`config.mk`:
```
export PLATFORM = sky130hd
export DESIGN_NAME = e203_lsu_rsp_ctrl
export DESIGN_NICKNAME = d
export VERILOG_FILES = /design/src/rtl/e203_lsu_rsp_ctrl.sv
export SDC_FILE = /design/constraint.sdc
export NUM_CORES = 1
export LEC_CHECK = 0
export BUFFER_PORTS_ARGS = -buffer_cell sky130_fd_sc_hd__buf_2
export CAP_MARGIN = 0
export CORE_MARGIN = 10
export CORE_UTILIZATION = 47
export DETAILED_ROUTE_END_ITERATION = 12
export GPL_ROUTABILITY_DRIVEN = 0
export PLACE_DENSITY = 0.87
export SYNTH_ARGS = -nofsm -noshare
export SYNTH_HDL_FRONTEND = slang
export SYNTH_SLANG_ARGS = --single-unit
```
`constraint.sdc`:
```
create_clock -name clk -period 6.2 [get_ports clk]
set_input_delay 1.55 -clock clk [delete_from_list [all_inputs] [get_ports clk]]
set_output_delay 1.55 -clock clk [all_outputs]
set_load 0.05 [all_outputs]
```
`src/rtl/e203_lsu_rsp_ctrl.sv`:
```
// e203_lsu_rsp_ctrl
// Load/store control stage after the EXU. It passes AGU ICB commands to the
// memory-side ICB and records each accepted command in an in-order tag FIFO.
// The FIFO head describes the memory response currently presented. This block
// routes that response either back to the AGU or to the EXU long-pipe
// writeback, and aligns and extends load data on the writeback path.
//
// Ports:
//   clk, rst               core clock, asynchronous active-high reset
//   agu_icb_cmd_*          command from the AGU (valid/ready, addr, read,
//                          wdata, wmask, size, usign, back2agu, itag)
//   agu_icb_rsp_*          raw response returned to the AGU (valid/ready,
//                          err, rdata)
//   mem_icb_cmd_*          command forwarded to memory (valid/ready, addr,
//                          read, wdata, wmask)
//   mem_icb_rsp_*          response from memory (valid/ready, err, rdata)
//   lsu_o_*                EXU writeback: aligned data, itag, err, ld/st
//                          flags, bad address, bus error
//   lsu_active             FIFO non-empty or an AGU command pending
module e203_lsu_rsp_ctrl #(
  parameter int OUTS_DEPTH = 2,
  parameter int XLEN       = 32,
  parameter int ADDR_W     = 32,
  parameter int ITAG_W     = 1
) (
  input  logic                clk,
  input  logic                rst,

  input  logic                agu_icb_cmd_valid,
  output logic                agu_icb_cmd_ready,
  input  logic [ADDR_W-1:0]   agu_icb_cmd_addr,
  input  logic                agu_icb_cmd_read,
  input  logic [XLEN-1:0]     agu_icb_cmd_wdata,
  input  logic [XLEN/8-1:0]   agu_icb_cmd_wmask,
  input  logic [1:0]          agu_icb_cmd_size,
  input  logic                agu_icb_cmd_usign,
  input  logic                agu_icb_cmd_back2agu,
  input  logic [ITAG_W-1:0]   agu_icb_cmd_itag,

  output logic                agu_icb_rsp_valid,
  input  logic                agu_icb_rsp_ready,
  output logic                agu_icb_rsp_err,
  output logic [XLEN-1:0]     agu_icb_rsp_rdata,

  output logic                mem_icb_cmd_valid,
  input  logic                mem_icb_cmd_ready,
  output logic [ADDR_W-1:0]   mem_icb_cmd_addr,
  output logic                mem_icb_cmd_read,
  output logic [XLEN-1:0]     mem_icb_cmd_wdata,
  output logic [XLEN/8-1:0]   mem_icb_cmd_wmask,

  input  logic                mem_icb_rsp_valid,
  output logic                mem_icb_rsp_ready,
  input  logic                mem_icb_rsp_err,
  input  logic [XLEN-1:0]     mem_icb_rsp_rdata,

  output logic                lsu_o_valid,
  input  logic                lsu_o_ready,
  output logic [XLEN-1:0]     lsu_o_wbck_wdat,
  output logic [ITAG_W-1:0]   lsu_o_wbck_itag,
  output logic                lsu_o_wbck_err,
  output logic                lsu_o_wbck_ld,
  output logic                lsu_o_wbck_st,
  output logic [ADDR_W-1:0]   lsu_o_cmt_badaddr,
  output logic                lsu_o_cmt_buserr,

  output logic                lsu_active
);

  localparam int PTR_W = (OUTS_DEPTH > 1) ? $clog2(OUTS_DEPTH) : 1;
  localparam int CNT_W = $clog2(OUTS_DEPTH + 1);
  localparam logic [CNT_W-1:0] DEPTH_C  = CNT_W'(OUTS_DEPTH);
  localparam logic [PTR_W-1:0] PTR_LAST = PTR_W'(OUTS_DEPTH - 1);

  typedef struct packed {
    logic              back2agu;
    logic [ITAG_W-1:0] itag;
    logic              usign;
    logic [1:0]        size;
    logic              read;
    logic [ADDR_W-1:0] addr;
  } entry_t;

  // Pointers wrap modulo OUTS_DEPTH, which also covers a depth of 1.
  function automatic logic [PTR_W-1:0] ptr_inc(input logic [PTR_W-1:0] p);
    if (p == PTR_LAST) begin
      return {PTR_W{1'b0}};
    end else begin
      return p + PTR_W'(1'b1);
    end
  endfunction

  entry_t           entries_q [OUTS_DEPTH];
  entry_t           entries_d [OUTS_DEPTH];
  logic [PTR_W-1:0] wr_ptr_q, wr_ptr_d;
  logic [PTR_W-1:0] rd_ptr_q, rd_ptr_d;
  logic [CNT_W-1:0] count_q, count_d;
  logic             full_q, full_d;

  logic             empty_s;
  logic             push_s;
  logic             pop_s;
  entry_t           head_s;
  logic [XLEN-1:0]  shifted_s;
  logic [XLEN-1:0]  ld_data_s;

  assign empty_s = (count_q == {CNT_W{1'b0}});
  assign head_s  = entries_q[rd_ptr_q];

  // Command path. Full comes from a register, so there is no combinational
  // loop between the response pop and the command ready.
  assign mem_icb_cmd_valid = agu_icb_cmd_valid & ~full_q;
  assign agu_icb_cmd_ready = mem_icb_cmd_ready & ~full_q;
  assign mem_icb_cmd_addr  = agu_icb_cmd_addr;
  assign mem_icb_cmd_read  = agu_icb_cmd_read;
  assign mem_icb_cmd_wdata = agu_icb_cmd_wdata;
  assign mem_icb_cmd_wmask = agu_icb_cmd_wmask;

  assign push_s = agu_icb_cmd_valid & agu_icb_cmd_ready;
  assign pop_s  = mem_icb_rsp_valid & mem_icb_rsp_ready;

  // Response routing is selected by the head entry's destination.
  always_comb begin
    agu_icb_rsp_valid = 1'b0;
    lsu_o_valid       = 1'b0;
    mem_icb_rsp_ready = 1'b0;
    if (!empty_s) begin
      if (head_s.back2agu) begin
        agu_icb_rsp_valid = mem_icb_rsp_valid;
        mem_icb_rsp_ready = agu_icb_rsp_ready;
      end else begin
        lsu_o_valid       = mem_icb_rsp_valid;
        mem_icb_rsp_ready = lsu_o_ready;
      end
    end else begin
      mem_icb_rsp_ready = 1'b0;
    end
  end

  // Load data alignment and sign/zero extension for the head entry.
  always_comb begin
    shifted_s = mem_icb_rsp_rdata >> {head_s.addr[1:0], 3'b000};
    case (head_s.size)
      2'd0: begin
        if (head_s.usign) begin
          ld_data_s = {{(XLEN-8){1'b0}}, shifted_s[7:0]};
        end else begin
          ld_data_s = {{(XLEN-8){shifted_s[7]}}, shifted_s[7:0]};
        end
      end
      2'd1: begin
        if (head_s.usign) begin
          ld_data_s = {{(XLEN-16){1'b0}}, shifted_s[15:0]};
        end else begin
          ld_data_s = {{(XLEN-16){shifted_s[15]}}, shifted_s[15:0]};
        end
      end
      default: ld_data_s = mem_icb_rsp_rdata;
    endcase
  end

  assign agu_icb_rsp_err   = mem_icb_rsp_err;
  assign agu_icb_rsp_rdata = mem_icb_rsp_rdata;

  // Stores write back zero. The ld/st flags are gated by empty so they never
  // reflect stale entries.
  assign lsu_o_wbck_wdat   = head_s.read ? ld_data_s : {XLEN{1'b0}};
  assign lsu_o_wbck_itag   = head_s.itag;
  assign lsu_o_wbck_err    = mem_icb_rsp_err;
  assign lsu_o_wbck_ld     = ~empty_s & head_s.read;
  assign lsu_o_wbck_st     = ~empty_s & ~head_s.read;
  assign lsu_o_cmt_badaddr = head_s.addr;
  assign lsu_o_cmt_buserr  = mem_icb_rsp_err;

  assign lsu_active = ~empty_s | agu_icb_cmd_valid;

  // Next-state computation for the FIFO storage, pointers, count and full flag.
  always_comb begin
    entries_d = entries_q;
    wr_ptr_d  = wr_ptr_q;
    rd_ptr_d  = rd_ptr_q;
    count_d   = count_q;
    if (push_s) begin
      entries_d[wr_ptr_q] = '{back2agu: agu_icb_cmd_back2agu,
                              itag:     agu_icb_cmd_itag,
                              usign:    agu_icb_cmd_usign,
                              size:     agu_icb_cmd_size,
                              read:     agu_icb_cmd_read,
                              addr:     agu_icb_cmd_addr};
      wr_ptr_d = ptr_inc(wr_ptr_q);
    end else begin
      wr_ptr_d = wr_ptr_q;
    end
    if (pop_s) begin
      rd_ptr_d = ptr_inc(rd_ptr_q);
    end else begin
      rd_ptr_d = rd_ptr_q;
    end
    case ({push_s, pop_s})
      2'b10:   count_d = count_q + CNT_W'(1'b1);
      2'b01:   count_d = count_q - CNT_W'(1'b1);
      default: count_d = count_q;
    endcase
    full_d = (count_d == DEPTH_C);
  end

  // Entry storage. Contents are don't-care after reset, so it has no reset.
  always_ff @(posedge clk) begin
    entries_q <= entries_d;
  end

  // FIFO control registers.
  always_ff @(posedge clk or posedge rst) begin
    if (rst) begin
      wr_ptr_q <= {PTR_W{1'b0}};
      rd_ptr_q <= {PTR_W{1'b0}};
      count_q  <= {CNT_W{1'b0}};
      full_q   <= 1'b0;
    end else begin
      wr_ptr_q <= wr_ptr_d;
      rd_ptr_q <= rd_ptr_d;
      count_q  <= count_d;
      full_q   <= full_d;
    end
  end

endmodule

```
==> impl_metrics.ini, run 1 <==
[run_status]
run_status = completed

[setup_path]
crit_path_start_kind = input port
cp.arrival_ns = 3.48
r2r-start = rd_ptr_q
worst_r2r_endpoint = full_q
rr_worst_depth = 8
critPathCaptureType = output pin
critical_path.max_fanout = 16
reg2reg_slack_ns = 3.41
critical_path_class = in -> out
critical_path_required_ns = 4.65

[synthesis]
seq_area_frac_synth = 0.5091
synth_cells = 418
synth.mux.area_fraction = 0.1175
dominant_combinational_cell_family_by_area_after_synthesis = buffers and inverters
yosysWarnings = 0
post_synth_num_cell_types = 39
post_synthesis_cell_type_with_the_largest_combined_area = edfxtp_1
synthesis.nets = 533
synth_adder_area_share = 0.002646
postSynth.topFlopCell = edfxtp_1
yosys-top-cells-area = edfxtp_1, buf_4, mux2_2
share_of_synthesized_cell_area_in_and_or_nand_and_nor_gates = 0.09579
count_of_state_elements_after_synthesis = 81
post_synth.cell_area_avg_um2 = 11.31
synth-edff-count = 76
synth_compound_gate_area_share = 0.08097
yosys.area_share.xor_xnor = 0.007409
netlist_area_um2 = 4728
synth-async-reset-ratio = 0.06173
proportion_of_netlist_area_held_by_the_largest_area_contributor = 0.4827

[final_layout]
fill_cells = 842
finalInstanceArea_um2 = 5341
design.final.nets = 640
areaGrowthSynthToFinish_pct = 12.97
post_route_cells_drive_above_1_share = 0.5302

[power]
total_power_uw = 2652
power.leakage_uw = 0.002285
peakVddDrop_mv = 0.2676
powerDensity_nw_per_um2 = 496.5

[sta]
drv_slew = 0
report.final.setup_viol = 0
setup-tns-final_ns = 0
relative_slew_margins = 0.1153
timing.final.ws_setup_ns = 1.168
period_share = 0.8115
max_freq_mhz = 198.7
timing_hold_violations_final = 0
final.min_clock_period_ns = 5.032
setup_repair_after_global_routing_missed_its_margin = no
clock_skew_ns = 0.005706
tightestPinTransition_ns = 1.301

[job]
drv.max_cap_violation_count = 0

[floorplan]
top_level_ports = 291
floorplan.initialDensity = 0.4837
die_width_um = 120.3
die_height_um = 120.3
placementRows = 36
die_area_um2 = 14470
core_area_um2 = 9774

[routing]
drc_errors = 0
number_of_antenna_violating_nets_in_the_routed_design = 0
drtIter0Drc = 250
drt_pre_antenna_iters = 4
finalWirelength_um = 14150
detail_route.vias_per_cell = 5.227
dr_total_vias = 3471
average_routed_wire_per_standard_cell_um = 21.31

[clock_tree]
clockRootBuffer = clkbuf_8
clock-sinks = 81
cts_max_path_buffers = 2
cts.reportedPaths.clkPinSlew_ns = 0.08
ctsHtreeMaxLevel = 3
buffer_count_from_post_cts_setup_fixing = 0
cts_made_buffers = 9
cts.repair.resized = 0
cts_hold_buffers = 0
clk_latency_ns = 0.34
clock_tree_from_tritoncts = yes

[global_route]
grt_first_pass_wirelength_um = 21510
grt_antenna_before_repair = 1
grt_pass1_vias = 3816
maximum_number_of_pins_on_one_net_before_global_route_repair = 39
groute.usage.overall = 0.1854
globalRouteOverflowTotal = 0

[min_path]
worstHoldStart = count_q[1]
cells_on_worst_hold_path = 1
worstHoldPathType = reg -> reg
hold-path-endpoint = count_q[1]

[placed_design]
port_buffers = 214
hpwlAfterDp_um = 11550
post-place-ws_ns = 1.167
placement.cell_area_um2 = 5127
[sequential cells by signal (all words and copies together), names as in the netlist]
name,cells
count_q,2
entries_q,76
full_q,1
rd_ptr_q,1
wr_ptr_q,1
[critical path, cell delays in order]
cell,delay [ns]
buf_2,0.11
nand2b_1,0.15
a32oi_1,0.22
o22ai_1,0.20
a221oi_4,0.85
a211oi_1,0.14
buf_2,0.27
[through the flow]
stage	hold WS, ns	util	instances
detailed placement	0.5238	0.5246	647
CTS	0.5368	0.5462	663
finish	0.5424	0.5465	664
global placement	0.5055	0.5246	647
global route	0.5619	0.5465	664
floorplan	0.4604	-	418
[cell usage after synthesis, types with 2 or more instances]
| library cell | n |
|---|---|
| nand2b_1 | 3 |
| buf_4 | 105 |
| o21ai_0 | 26 |
| a211oi_1 | 2 |
| o31ai_1 | 2 |
| clkbuf_1 | 7 |
| nor2b_1 | 5 |
| nand3_1 | 14 |
| a21oi_1 | 15 |
| buf_2 | 6 |
| nand2_1 | 37 |
| nor2_1 | 21 |
| nor2_2 | 11 |
| dfrtp_1 | 5 |
| o2bb2ai_1 | 7 |
| inv_1 | 3 |
| mux2i_1 | 15 |
| xnor2_1 | 3 |
| edfxtp_1 | 76 |
| buf_6 | 2 |
| nor3_1 | 2 |
| mux2_2 | 34 |
[where the power goes]
part	leakage, µW	switching, µW	internal (µW)
sequential	0.000754	54.8	681
clock	0.000101	183	226
combinational	0.00143	1130	375
total	0.00229	1370	1280
[metal layers]
layer | up-vias | global-route usage | part of all wire
li1 | 1591 | - | -
met2 | 245 | 0.3301 | 0.51
met3 | 31 | 0.08888 | 0.13
met1 | 1604 | 0.1783 | 0.34
met5 | - | 0 | 0
met4 | 0 | 0.08296 | 0.025
[layout by cell type (no fill, tap or decap), types with 2 or more instances in the layout]
| cell type | Yosys | layout |
|---|---|---|
| a211oi_1 | 2 | 2 |
| a21oi_1 | 15 | 15 |
| buf_2 | 6 | 214 |
| buf_4 | 105 | 2 |
| bufinv_16 | 0 | 2 |
| clkbuf_1 | 7 | 2 |
| clkbuf_8 | 0 | 9 |
| clkinv_1 | 1 | 2 |
| dfrtp_1 | 5 | 4 |
| edfxtp_1 | 76 | 76 |
| inv_1 | 3 | 3 |
| mux2_2 | 34 | 34 |
| mux2i_1 | 15 | 14 |
| nand2_1 | 37 | 37 |
| nand2b_1 | 3 | 3 |
| nand3_1 | 14 | 14 |
| nor2_1 | 21 | 20 |
| nor2_2 | 11 | 11 |
| nor2b_1 | 5 | 5 |
| nor3_1 | 2 | 2 |
| o21ai_0 | 26 | 26 |
| o2bb2ai_1 | 7 | 7 |
| o31ai_1 | 2 | 2 |
| xnor2_1 | 3 | 3 |
[how the worst max path moves through the flow]
stage,startpoint,to,slack (ns),cells past startpoint
after floorplan,mem_icb_rsp_rdata[7],lsu_o_wbck_wdat[31],1.10,5
after global placement,mem_icb_rsp_rdata[31],lsu_o_wbck_wdat[31],1.29,7
after detailed placement,mem_icb_rsp_rdata[31],lsu_o_wbck_wdat[31],1.17,7
after CTS,mem_icb_rsp_rdata[31],lsu_o_wbck_wdat[31],1.16,7
after global routing,mem_icb_rsp_rdata[31],lsu_o_wbck_wdat[31],1.04,7
final,mem_icb_rsp_rdata[31],lsu_o_wbck_wdat[31],1.17,7
[layout make-up]
class,count,area (µm²),area share
Tap cell,133,166.4,0.03115
Clock buffer,11,131.4,0.02460
Sequential cell,81,2409,0.4509
Timing Repair Buffer,216,1086,0.2033
Antenna cell,1,2.502,0.0004685
Clock inverter,5,80.08,0.01499
Inverter,4,15.01,0.002811
Multi-Input combinational cell,213,1451,0.2717
[cell families (layout without fill, tap and decap cells)]
logic type               count (synthesis)  after routing
buffers and inverters                  124            236
AND/OR/NAND/NOR                         98             98
flip-flops                              81             81
AO/OA/AOI/OAI                           60             60
multiplexers                            50             50
XOR/XNOR                                 4              4
adder cells (fa/ha/maj)                  1              1
other                                    0              1
Note: power is estimated with default switching activity, not from simulation.
==> run 2, diff against run 1 <==
- CORE_UTILIZATION: 47 -> 39
- PLACE_DENSITY: 0.87 -> 0.77
- clock period: 6.2 -> 4.05 ns (I/O delays scaled with it)
==> run 2 against run 1 <==
  * Non-clock buffer count rose by 6
  * Combinational power rose by 55%
  * Cell count rose by 3.3%
  * Critical endpoint is now lsu_o_wbck_wdat[8]
  * Core utilization fell by 8.7 points
  * Clock skew rose by 0.0052 ns
==> impl_metrics.ini, run 2 (same netlist as run 1, synthesis figures left out) <==
[floorplan]
top_level_ports = 291
core_area_um2 = 11960
floorplan.initialDensity = 0.3953
die_height_um = 130.1
die_area_um2 = 16930
placementRows = 40
die_width_um = 130.1

[global_route]
globalRouteOverflowTotal = 0
maximum_number_of_pins_on_one_net_before_global_route_repair = 39
grt_pass1_vias = 3727
grt_antenna_before_repair = 3
grt_first_pass_wirelength_um = 20400
groute.usage.overall = 0.1565

[setup_path]
worst_path_cell_trace = buf_4, mux2_2, a21oi_1, a21oi_1, buf_2
critPathCaptureType = output pin
critical_path_required_ns = 3.04
rr_worst_depth = 9
crit_path_start_kind = register
cp_num_buf_inv = 2
critical-path-top-cell-by-count = a21oi_1
critical_path_class = reg -> out
critical_path.max_fanout = 26
cp.arrival_ns = 2.78
worst_r2r_endpoint = full_q
timing.critical_path.slowest_stage_cell = dfrtp_2
kind_of_cell_adding_the_most_delay_to_the_critical_path = compound AO/OA/AOI/OAI gates
critical_path.max_stage_delay_ns = 0.57
reg2reg_slack_ns = 1.18
r2r-start = rd_ptr_q

[power]
power.leakage_uw = 0.002357
power.share.sequential = 0.263
power.share.clock = 0.186
total_power_uw = 4251
peakVddDrop_mv = 0.4535
share_comb_of_total_power = 0.551
intPower_uw = 2117
power_switching_share = 0.5021
powerDensity_nw_per_um2 = 774.4
switching_power_uw = 2134

[final_layout]
areaGrowthSynthToFinish_pct = 16.12
top_register = entries_q
design.final.nets = 646
number_of_flip_flops_in_the_largest_register = 76
reg.largest.list = entries_q (76), count_q (2)
post_route_cells_drive_above_1_share = 0.5354
final_util = 0.4590
layout_common_cells = buf_2, edfxtp_1, nand2_1
mostFrequentLayoutCell = buf_2

[job]
drv.max_cap_violation_count = 0

[sta]
max_freq_mhz = 263.4
tightestPinTransition_ns = 0.9144
final.min_clock_period_ns = 3.797
clock_skew_ns = 0.01089
timing_hold_violations_final = 0
relative_slew_margins = 0.3904
fin_hold_ws_ns = 0.5332
setup_repair_after_global_routing_missed_its_margin = no
drv_slew = 0
report.final.setup_viol = 0
setup-tns-final_ns = 0
period_share = 0.9375

[clock_tree]
clk_latency_ns = 0.34
buffer_count_from_post_cts_setup_fixing = 0
clock-sinks = 81
cts_hold_buffers = 0
cts_max_path_buffers = 2
ctsHtreeMaxLevel = 3
cts_made_buffers = 9
cts.repair.resized = 0
cts.reportedPaths.clkPinSlew_ns = 0.06
clock_tree_from_tritoncts = yes
clockRootBuffer = clkbuf_16

[run_status]
run_status = completed

[min_path]
hold-path-endpoint = count_q[1]
cells_on_worst_hold_path = 1
worstHoldPathType = reg -> reg
worstHoldStart = count_q[1]

[placed_design]
port_buffers = 214
hpwlAfterDp_um = 11520

[routing]
drtIter0Drc = 221
detail_route.vias_per_cell = 5.181
finalWirelength_um = 14260
number_of_antenna_violating_nets_in_the_routed_design = 0
drt_pre_antenna_iters = 5
average_routed_wire_per_standard_cell_um = 20.78
dr_total_vias = 3554
drc_errors = 0
run 2: cell count changes in the layout (fill, tap and decap cells not counted):
| cell | delta |
|---|---|
| clkinv_1 | +2 |
| clkbuf_1 | -2 |
| bufinv_16 | -1 |
| clkbuf_16 | +9 |
| diode_2 | +2 |
| buf_4 | +6 |
| clkinvlp_4 | -1 |
| inv_6 | +2 |
| clkbuf_8 | -9 |
run 2: power by group through the flow:
stage / clock [µW] / combinational, µW / sequential, µW
after floorplan: 0 / 2010 / 1100
after global placement: 0 / 2330 / 1130
after detailed placement: 0 / 2360 / 1140
after CTS: 808 / 2360 / 1120
after global routing: 839 / 2480 / 1130
final: 791 / 2340 / 1120
run 2: how the worst max path moves through the flow:
| stage | from | endpoint | cells after the start |
|---|---|---|---|
| after detailed placement | mem_icb_rsp_rdata[7] | lsu_o_wbck_wdat[8] | 7 |
| after global placement | mem_icb_rsp_rdata[7] | lsu_o_wbck_wdat[8] | 7 |
| after floorplan | mem_icb_rsp_rdata[7] | lsu_o_wbck_wdat[31] | 5 |
| final | rd_ptr_q | lsu_o_wbck_wdat[8] | 5 |
| after global routing | rd_ptr_q | lsu_o_wbck_wdat[9] | 7 |
| after CTS | rd_ptr_q | lsu_o_wbck_wdat[8] | 5 |
run 2: final cells by class:
class | count | area [µm²]
well taps | 147 | 183.9
multi-input cells | 213 | 1451
inverters | 4 | 15.01
flip-flops and latches | 81 | 2409
clock inverters | 7 | 67.56
clock buffers | 9 | 225.2
fillers | 1105 | 6471
repair buffers | 222 | 1131
diodes | 3 | 7.507
run 2: routing by layer:
| layer | track usage | share of wire | vias to the layer above |
|---|---|---|---|
| met5 | 0 | 0 | - |
| met4 | 0.09458 | 0.045 | 0 |
| met3 | 0.07789 | 0.14 | 47 |
| met2 | 0.2684 | 0.48 | 266 |
| met1 | 0.1475 | 0.33 | 1631 |
| li1 | - | - | 1610 |
run 2: stage by stage:
| step | worst slack (ns) | std cells | instance area [µm²] |
|---|---|---|---|
| floorplan | 0.02297 | 418 | 4731 |
| global placement | 0.4386 | 667 | 5190 |
| detailed placement | 0.3875 | 667 | 5190 |
| CTS | 0.2736 | 683 | 5483 |
| global route | 0.04138 | 683 | 5483 |
| finish | 0.2530 | 686 | 5490 |
==> run 3, diff against run 2 <==
- ABC_CLOCK_PERIOD_IN_PS: not set -> 4050
- CORE_UTILIZATION: 39 -> 37
- PLACE_DENSITY: 0.77 -> 0.73
==> run 3 against run 2 <==
  * Die area increased by 4.6%
  * Highest routed layer unchanged
  * Clock skew decreased by 0.0073 ns
  * Critical path depth increased by 3
==> impl_metrics.ini, run 3 (same netlist as run 1, synthesis figures left out) <==
[run_status]
run_status = completed

[final_layout]
reg.largest.list = entries_q (76), count_q (2)
final_util = 0.4384
post_route_cells_drive_above_1_share = 0.5327
fill_cells = 1185
top_register = entries_q
layout_common_cells = buf_2, edfxtp_1, nand2_1
number_of_flip_flops_in_the_largest_register = 76
areaGrowthSynthToFinish_pct = 16.54
finalInstanceArea_um2 = 5510
multi_input_area_um2 = 1451
mostFrequentLayoutCell = buf_2
design.final.nets = 645
ff_latch_area_um2 = 2409

[setup_path]
crit_path_start_kind = register
cp.arrival_ns = 2.78
timing.critical_path.slowest_stage_cell = dfrtp_2
r2r-start = rd_ptr_q
worst_r2r_endpoint = full_q
critical_path_class = reg -> out
critPathCaptureType = output pin
reg2reg_slack_ns = 1.31
critical_path_required_ns = 3.04
critical_path.max_fanout = 16
worst_path_cell_trace = mux2i_1, buf_4, inv_1, nor2_1, o22ai_1, a21oi_1, a21oi_1, buf_2
rr_worst_depth = 9
critical_path.max_stage_delay_ns = 0.43
critical-path-top-cell-by-count = a21oi_1

[clock_tree]
cts_hold_buffers = 0
cts_made_buffers = 9
clockRootBuffer = clkbuf_16
clock-sinks = 81
buffer_count_from_post_cts_setup_fixing = 0
clk_latency_ns = 0.33
cts.repair.resized = 0
cts_max_path_buffers = 2
clock_tree_from_tritoncts = yes
ctsHtreeMaxLevel = 3
cts.reportedPaths.clkPinSlew_ns = 0.06

[sta]
relative_slew_margins = 0.3652
period_share = 0.9370
timing_hold_violations_final = 0
timing.final.ws_setup_ns = 0.2550
drv_slew = 0
max_freq_mhz = 263.5
setup-tns-final_ns = 0
report.final.setup_viol = 0
setup_repair_after_global_routing_missed_its_margin = no
final.min_clock_period_ns = 3.795
tightestPinTransition_ns = 0.9257
clock_skew_ns = 0.003612

[global_route]
globalRouteOverflowTotal = 0
grt_pass1_vias = 3965
groute.usage.overall = 0.1556
maximum_number_of_pins_on_one_net_before_global_route_repair = 39
grt_first_pass_wirelength_um = 22160
grt_antenna_before_repair = 5

[floorplan]
die_width_um = 133.0
die_height_um = 133.0
placementRows = 41
floorplan.initialDensity = 0.3762
die_area_um2 = 17700
core_area_um2 = 12570
top_level_ports = 291

[routing]
average_routed_wire_per_standard_cell_um = 20.07
drtIter0Drc = 184
detail_route.vias_per_cell = 4.882
drt_pre_antenna_iters = 5
number_of_antenna_violating_nets_in_the_routed_design = 0
dr_total_vias = 3471
finalWirelength_um = 14270
drc_errors = 0

[job]
drv.max_cap_violation_count = 0

[min_path]
hold-path-endpoint = wr_ptr_q
worstHoldStart = wr_ptr_q
cells_on_worst_hold_path = 1
worstHoldPathType = reg -> reg

[power]
power.leakage_uw = 0.002345
peakVddDrop_mv = 0.3942
powerDensity_nw_per_um2 = 765.7

[placed_design]
hpwlAfterDp_um = 11800
post-place-ws_ns = 0.3772
port_buffers = 214
placement.cell_area_um2 = 5214
-- run 3: worst max-delay path by stage --
stage	from	end	slack, ns	cells after the start
floorplan	mem_icb_rsp_rdata[7]	lsu_o_wbck_wdat[31]	0.02	5
global placement	mem_icb_rsp_rdata[7]	lsu_o_wbck_wdat[9]	0.44	7
detailed placement	mem_icb_rsp_rdata[7]	lsu_o_wbck_wdat[9]	0.38	7
CTS	rd_ptr_q	lsu_o_wbck_wdat[7]	0.25	5
global route	rd_ptr_q	lsu_o_wbck_wdat[8]	0.03	8
finish	rd_ptr_q	lsu_o_wbck_wdat[14]	0.26	8
-- run 3: per-layer routing --
metal  wire length (µm)  vias to the layer above  track usage  part of all wire
met5                  0                        -     0.005831                 0
met4                564                        0      0.08435             0.040
met1               4717                     1562       0.1431              0.33
li1                   -                     1602            -                 -
met2               7040                      265       0.2687              0.49
met3               1948                       42      0.08478              0.14
-- run 3: layout make-up --
| type | count | area share |
|---|---|---|
| Clock buffer | 9 | 0.04087 |
| Sequential cell | 81 | 0.4371 |
| Tap cell | 172 | 0.03906 |
| Antenna cell | 4 | 0.001817 |
| Inverter | 4 | 0.002725 |
| Timing Repair Buffer | 221 | 0.2039 |
| Multi-Input combinational cell | 213 | 0.2634 |
| Clock inverter | 7 | 0.01113 |
-- run 3: power breakdown --
| part | leakage [µW] | total [µW] | internal (µW) | switching (µW) |
|---|---|---|---|---|
| clock | 0.000136 | 771 | 469 | 302 |
| combinational | 0.00146 | 2350 | 594 | 1760 |
| sequential | 0.000754 | 1100 | 1040 | 53.2 |
| total | 0.00234 | 4220 | 2110 | 2110 |
-- run 3: critical path: cells and delay by family, from the launching register on --
family,cells,cell delay [ns]
and+or+nand+nor,1,0.08
DFF,1,0.43
buffers and inverters,3,0.85
muxes,1,0.12
AOI/OAI and AO/OA,3,0.96
-- run 3: through the flow --
| stage | power [µW] | hold slack [ns] | instances |
|---|---|---|---|
| 5_1_grt | 4433 | 0.5670 | 711 |
| 2_1_floorplan | 3104 | 0.4783 | 418 |
| 6_report | 4219 | 0.5492 | 711 |
| 3_5_place_dp | 3481 | 0.5382 | 691 |
| 3_3_place_gp | 3452 | 0.5111 | 691 |
| 4_1_cts | 4263 | 0.5515 | 707 |
